File: config.mk
export PLATFORM = sky130hd
export DESIGN_NAME = param_updown_counter
export DESIGN_NICKNAME = d
export VERILOG_FILES = /design/src/rtl/counter_pkg.sv /design/src/rtl/param_updown_counter.sv
export SDC_FILE = /design/constraint.sdc
export NUM_CORES = 1
export LEC_CHECK = 0
export CORE_UTILIZATION = 40
export DETAILED_ROUTE_END_ITERATION = 12
export PLACE_DENSITY = 0.68
export SLEW_MARGIN = 30
export SYNTH_ARGS = -nofsm -noshare
export SYNTH_HDL_FRONTEND = slang
export SYNTH_SLANG_ARGS = --single-unit
File: constraint.sdc
create_clock -name clk -period 3.7 [get_ports clk]
set_input_delay 0.74 -clock clk [delete_from_list [all_inputs] [get_ports clk]]
set_output_delay 0.74 -clock clk [all_outputs]
set_load 0.02 [all_outputs]
File: src/rtl/counter_pkg.sv
// Shared definitions for the parametrised up/down counter: mode constants and
// the width-agnostic step function used by the counter's next-state logic.
package counter_pkg;

    localparam logic CNT_WRAP = 1'b0;
    localparam logic CNT_SAT  = 1'b1;

    // Returns {boundary, next}; operands are zero-extended to 32 bits by the caller.
    function automatic logic [32:0] next_count(
        input logic [31:0] val,
        input logic        up,
        input logic [31:0] max,
        input logic        sat
    );
        logic [32:0] res;
        res = '0;
        if (up) begin
            if (val == max) res = {1'b1, (sat ? max : 32'd0)};
            else            res = {1'b0, val + 32'd1};
        end else begin
            if (val == 32'd0) res = {1'b1, (sat ? 32'd0 : max)};
            else              res = {1'b0, val - 32'd1};
        end
        return res;
    endfunction

endpackage

File: src/rtl/param_updown_counter.sv
// Parametrised up/down counter with programmable modulus, parallel load,
// wrap/saturate modes, terminal-count, wrap pulse and sticky overflow flag.
module param_updown_counter
    import counter_pkg::*;
#(
    parameter int               WIDTH     = 8,
    parameter logic [WIDTH-1:0] MAX_VALUE = {WIDTH{1'b1}},
    parameter logic             SATURATE  = CNT_WRAP,
    parameter logic [WIDTH-1:0] RESET_VAL = '0
) (
    input  logic             clk,
    input  logic             reset,
    input  logic             en,
    input  logic             up,
    input  logic             load,
    input  logic [WIDTH-1:0] load_val,
    input  logic             clr_ovf,
    output logic [WIDTH-1:0] count,
    output logic             tc,
    output logic             wrap,
    output logic             ovf
);

    localparam logic [31:0] MAX32 = 32'(MAX_VALUE);

    logic [32:0]      step;
    logic [WIDTH-1:0] step_val;
    logic             boundary;
    logic [WIDTH-1:0] load_clamped;

    assign step     = next_count(32'(count), up, MAX32, SATURATE);
    assign step_val = step[WIDTH-1:0];
    assign boundary = step[32];

    // Bits above WIDTH are always zero because every operand fits in WIDTH bits.
    generate
        if (WIDTH < 32) begin : g_unused_hi
            logic unused_hi;
            assign unused_hi = ^step[31:WIDTH];
        end
    endgenerate

    assign load_clamped = (load_val > MAX_VALUE) ? MAX_VALUE : load_val;

    assign tc = en & (up ? (count == MAX_VALUE) : (count == '0));

    always_ff @(posedge clk or negedge reset) begin
        if (!reset) begin
            count <= RESET_VAL;
            wrap  <= 1'b0;
            ovf   <= 1'b0;
        end else begin
            wrap <= 1'b0;
            if (load) begin
                count <= load_clamped;
            end else if (en) begin
                count <= step_val;
                wrap  <= boundary;
            end
            // A boundary event outranks a simultaneous clear.
            if (en && !load && boundary) ovf <= 1'b1;
            else if (clr_ovf)            ovf <= 1'b0;
        end
    end

endmodule

# Yosys cells after proc, flatten, opt, wreduce, memory -nomap -nowiden
# Index checks and enable logic that the tools add are counted.
[totals]
reg_bits = 10
in_bits = 14
wordCells = 25
[op_classes]
n_addsub = 2
n_lt_le_gt_ge = 1
n_eq_ne = 1
n_mux = 11
bitwise_logic = 1
reduce_logical = 6
[ops]
columns = ["operator", "n"]
rows = [
  ["33-bit 2-to-1 mux", 3],
  ["8-bit 2-to-1 mux", 3],
  ["8-bit by 1-bit adder with 9-bit output, second input constant", 1],
  ["8-bit by 1-bit subtractor with 9-bit output, second input constant", 1],
  ["8-bit == test, second input constant", 1],
  ["8-bit greater-than comparator, second input constant", 1],
  ["8-bit zero test", 1],
  ["1-bit 2-to-1 mux", 5],
  ["2-bit nonzero test", 2],
  ["1-bit logical AND", 2],
  ["1-bit bitwise AND", 1],
  ["1-bit zero test", 1],
]

# Logic depth before layout (Yosys ltp)
[depth]
ltp_word = 5
ltp_mapped = 7

# Worst setup path after synthesis
# Ideal clock, no wire load.
[synth_path]
path_type = "reg2out"
start = "register count[0]"
end = "output port tc"
t_arrival_ns = 1.872
path_slack_ns = 1.088
path_stages_with_launch = 8
n_path_buf = 1
cell_sequence = "dfrtp_1 -> clkbuf_1 -> inv_1 -> ha_1 -> nor3b_1 -> and2_2 -> a21oi_1 -> nor2b_1"
[synth_between]
elab_chain_cells = 3
elab_cells_between_ends = 4
cone_classes = "eq/ne (1); mux (1); bitwise (1); reduce/logical (1)"
[synth_lines]
columns = ["element", "line_no", "source"]
rows = [
  ["from (decl)", "param_updown_counter.sv:18", "output logic [WIDTH-1:0] count,"],
  ["from (signal assigned)", "param_updown_counter.sv:55", "count <= load_clamped;"],
  ["from (signal assigned)", "param_updown_counter.sv:57", "count <= step_val;"],
  ["8-bit == test / 8-bit zero test (equally long branches)", "param_updown_counter.sv:45", "assign tc = en & (up ? (count == MAX_VALUE) : (count == '0));"],
  ["1-bit 2-to-1 mux *", "param_updown_counter.sv:45", ""],
  ["1-bit bitwise AND *", "param_updown_counter.sv:45", ""],
  ["to (decl)", "param_updown_counter.sv:19", "output logic tc,"],
]
# Every way passes the cells marked *; elsewhere a longest branch is shown, timed or not.

# Worst setup path in the final report
# Same ends and word-level chain as after synthesis.

==> results by group <==
Run status
  • Status: finished clean

STA
  • Clk_skew: 2.546 ps
  • Fmax: 294.5 MHz
  • Setup violators final: 0
  • Slew Viols, Final: 0
  • Fin crit period: 3396 ps
  • RSZ-0062 raised after global routing: false
  • Final period util: 0.9178
  • Least-Margin Pin Slew: 663.9 ps
  • Final Hold Viols: 0
  • Fin Setup TNS: 0 ps
  • Worst slew margin: 0.5560

Job
  • MaxCap Viol Count: 0

Placement
  • HPWL Detailed: 1731 um
  • GPL Wtd Cong: 0.9166
  • Placed cell count: 156
  • Port bufs: 24

Logic synthesis
  • Primary FF master, synth: dfrtp_1
  • Warnings from Yosys: 0
  • Main combinational cell family by area after synthesis: simple AND/OR/NAND/NOR gates
  • Mapped cell area: 950.9 um^2
  • Synth Area in Adders: 0.03947
  • Commonest cells in the synthesized netlist: dfrtp_1, nor3_1, a21oi_1, inv_1, nor2_1
  • Seq/Total Area, Yosys: 0.2632
  • Compound-gate portion of the synthesized area: 0.2724
  • Post-synthesis async set-or-reset flop share: 1.000
  • EDFF count, synth: 0
  • Most frequent cell after synthesis: dfrtp_1
  • Synth cell types: 46
  • Yosys reg bits: 10
  • Yosys top cell area share: 0.2632
  • Cells after Synth: 112
  • Mux share of post-synthesis cell area: 0.02237
  • Post-Synth XOR/XNOR Area: 0.02763
  • Top cell type by total area after synthesis: dfrtp_1
  • Simple-gate portion of the synthesized area: 0.2855
  • Post-Syn Nets: 129
  • Syn Area/Cell: 8.490 um^2
  • Top cells by area, synth: dfrtp_1, nor4_4, nor3_1, ha_1, a21oi_1

Pwr
  • Sequential power share: 0.379
  • Sw Share: 0.3836
  • Clock power share: 0.268
  • IR Drop Worst-Case VDD: 0.1872 mV
  • Int Power: 0.2479 mW
  • Leak: 0.4660 nW
  • Gate power share: 0.353
  • Power Density: 330.0 nW/um^2
  • Switching pwr: 0.1542 mW

Setup path
  • Reg2Reg Depth: 6
  • CP Launch Type: flop
  • Slowest-stage cell, CP: clkdlybuf4s50_1
  • Crit Path Category: flop to output port
  • Crit end category: output port
  • Critical path arrival: 2660 ps
  • Setup slack, reg-to-reg: 1740 ps
  • Reg-to-reg endpoint: count[0]
  • CP required: 2960 ps
  • Critical path, cell by cell: inv_1 > ha_1 > nor3b_1 > and2_2 > a21oi_1 > nor2b_1 > clkdlybuf4s50_1
  • Reg2reg start: count[0]
  • Peak fanout along the critical path: 10
  • Largest stage delay, worst path: 610 ps

Clocking
  • H-tree depth: 1
  • Post-CTS Hold Buffers: 0
  • Worst-path clk slew: 80 ps
  • Cts bufs inserted: 3
  • CTS tree: done
  • Clk sinks: 10
  • Worst-Skew Late Latency: 270 ps
  • Root buf cell: clkbuf_4
  • # resized after CTS: 0
  • CTS Buffer Depth: 2
  • Postcts setup bufs: 0

Final layout
  • ANT cells: 0
  • Final cell count without fillers: 160
  • Final net count: 150
  • Share of layout cells above drive strength 1: 0.1061
  • Area growth, synth to finish: 28.16%

Hold path
  • Cells on Worst Hold Path: 2
  • Worst hold-check path type: flop to flop
  • Hold Crit Start: ovf
  • Endpoint, Worst Hold: ovf

Floorplanning
  • Core Area: 2233 um^2
  • Die ar.: 2576 um^2
  • IO Pins: 25
  • Die height: 50.76 um
  • Num rows: 17
  • Die width: 50.76 um
  • Initial Utilization: 0.4258

Global routing
  • Total gr overflow: 0
  • Largest net degree at the start of global routing: 20
  • First-pass GRT wire length: 4167 um
  • Vias in the first global route: 876
  • Total track usage: 0.2143
  • Initial antenna violation count: 0

Drt
  • DRC: 0
  • WL final: 2516 um
  • Routed vias/inst: 5.925
  • Vias post-DR: 948
  • Antenna viol nets, final: 0
  • Routed length per instance: 15.73 um
  • Drt pass-1 iters: 4
  • Initial drt markers: 34
-- final cells by class --
type | count | area, um^2
fill | 208 | 1015
multi-input combinational | 85 | 615.6
timing repair buffer | 26 | 255.2
sequential | 10 | 250.2
clock buffer | 4 | 36.28
tap | 28 | 35.03
inverter | 7 | 26.28
-- state kept, by name, summed over array words and instances, names as in the netlist --
name	cells
count	8
ovf	1
wrap	1
-- per-layer routing --
layer	global-route usage	share of wire	vias up
met2	0.3444	0.46	49
met3	0.04848	0.098	4
met1	0.2794	0.43	433
met5	0	0	-
li1	-	-	462
met4	0.07407	0.011	0
-- power by group through the flow --
stage / logic [mW] / clock network, mW / registers, mW
floorplan: 0.0973 / 0 / 0.147
global placement: 0.140 / 0 / 0.153
detailed placement: 0.141 / 0 / 0.154
CTS: 0.141 / 0.108 / 0.152
global route: 0.154 / 0.115 / 0.155
finish: 0.142 / 0.108 / 0.152
-- per-stage QoR --
| stage | total power [mW] | worst slack (ps) | cell area, um^2 | utilization | hold slack, ps |
|---|---|---|---|---|---|
| final | 0.4021 | 304.0 | 1219 | 0.5457 | 545.7 |
| after global placement | 0.2929 | 604.9 | 1182 | 0.5294 | 520.7 |
| after detailed placement | 0.2951 | 570.1 | 1182 | 0.5294 | 531.7 |
| after CTS | 0.4013 | 334.8 | 1219 | 0.5457 | 544.6 |
| after floorplan | 0.2443 | 1088 | 950.9 | - | 444.4 |
| after global routing | 0.4237 | 86.23 | 1219 | 0.5457 | 584.3 |
-- placed cells by master (no fill, tap or decap), drive strengths merged, types with 3 or more instances in the layout --
| master | synthesis | layout |
|---|---|---|
| ha | 3 | 3 |
| nor3 | 8 | 8 |
| nand4 | 3 | 3 |
| dfrtp | 10 | 10 |
| nand3 | 4 | 4 |
| nor2b | 5 | 5 |
| clkdlybuf4s50 | 0 | 24 |
| inv | 7 | 7 |
| nor2 | 6 | 6 |
| nand2 | 5 | 5 |
| a21oi | 7 | 7 |
| clkbuf | 5 | 4 |
| o21ai | 5 | 5 |
-- critical path: cells and delay by family (launching register included) --
family,cells,cell delay (ps)
AOI/OAI and AO/OA,1,100
adders and majority gates,1,210
and+or+nand+nor,3,840
DFF,1,480
buffers and inverters,2,760
-- worst max path at each step --
stage | start | endpoint | slack [ps] | cells past startpoint
final | count[0] | tc | 300 | 7
after global routing | count[0] | tc | 90 | 7
after global placement | up | tc | 600 | 6
after CTS | count[0] | tc | 330 | 7
after detailed placement | up | tc | 570 | 6
after floorplan | count[0] | tc | 1090 | 7
-- kinds of logic after synthesis --
kind of cell               count (synthesis)
AOI/OAI and AO/OA                         35
xor gates and xnor gates                   3
adders and majority gates                  3
buffers and inverters                     17
DFF                                       10
muxes                                      2
and+or+nand+nor                           42
Power figures use the tool's default switching activity.
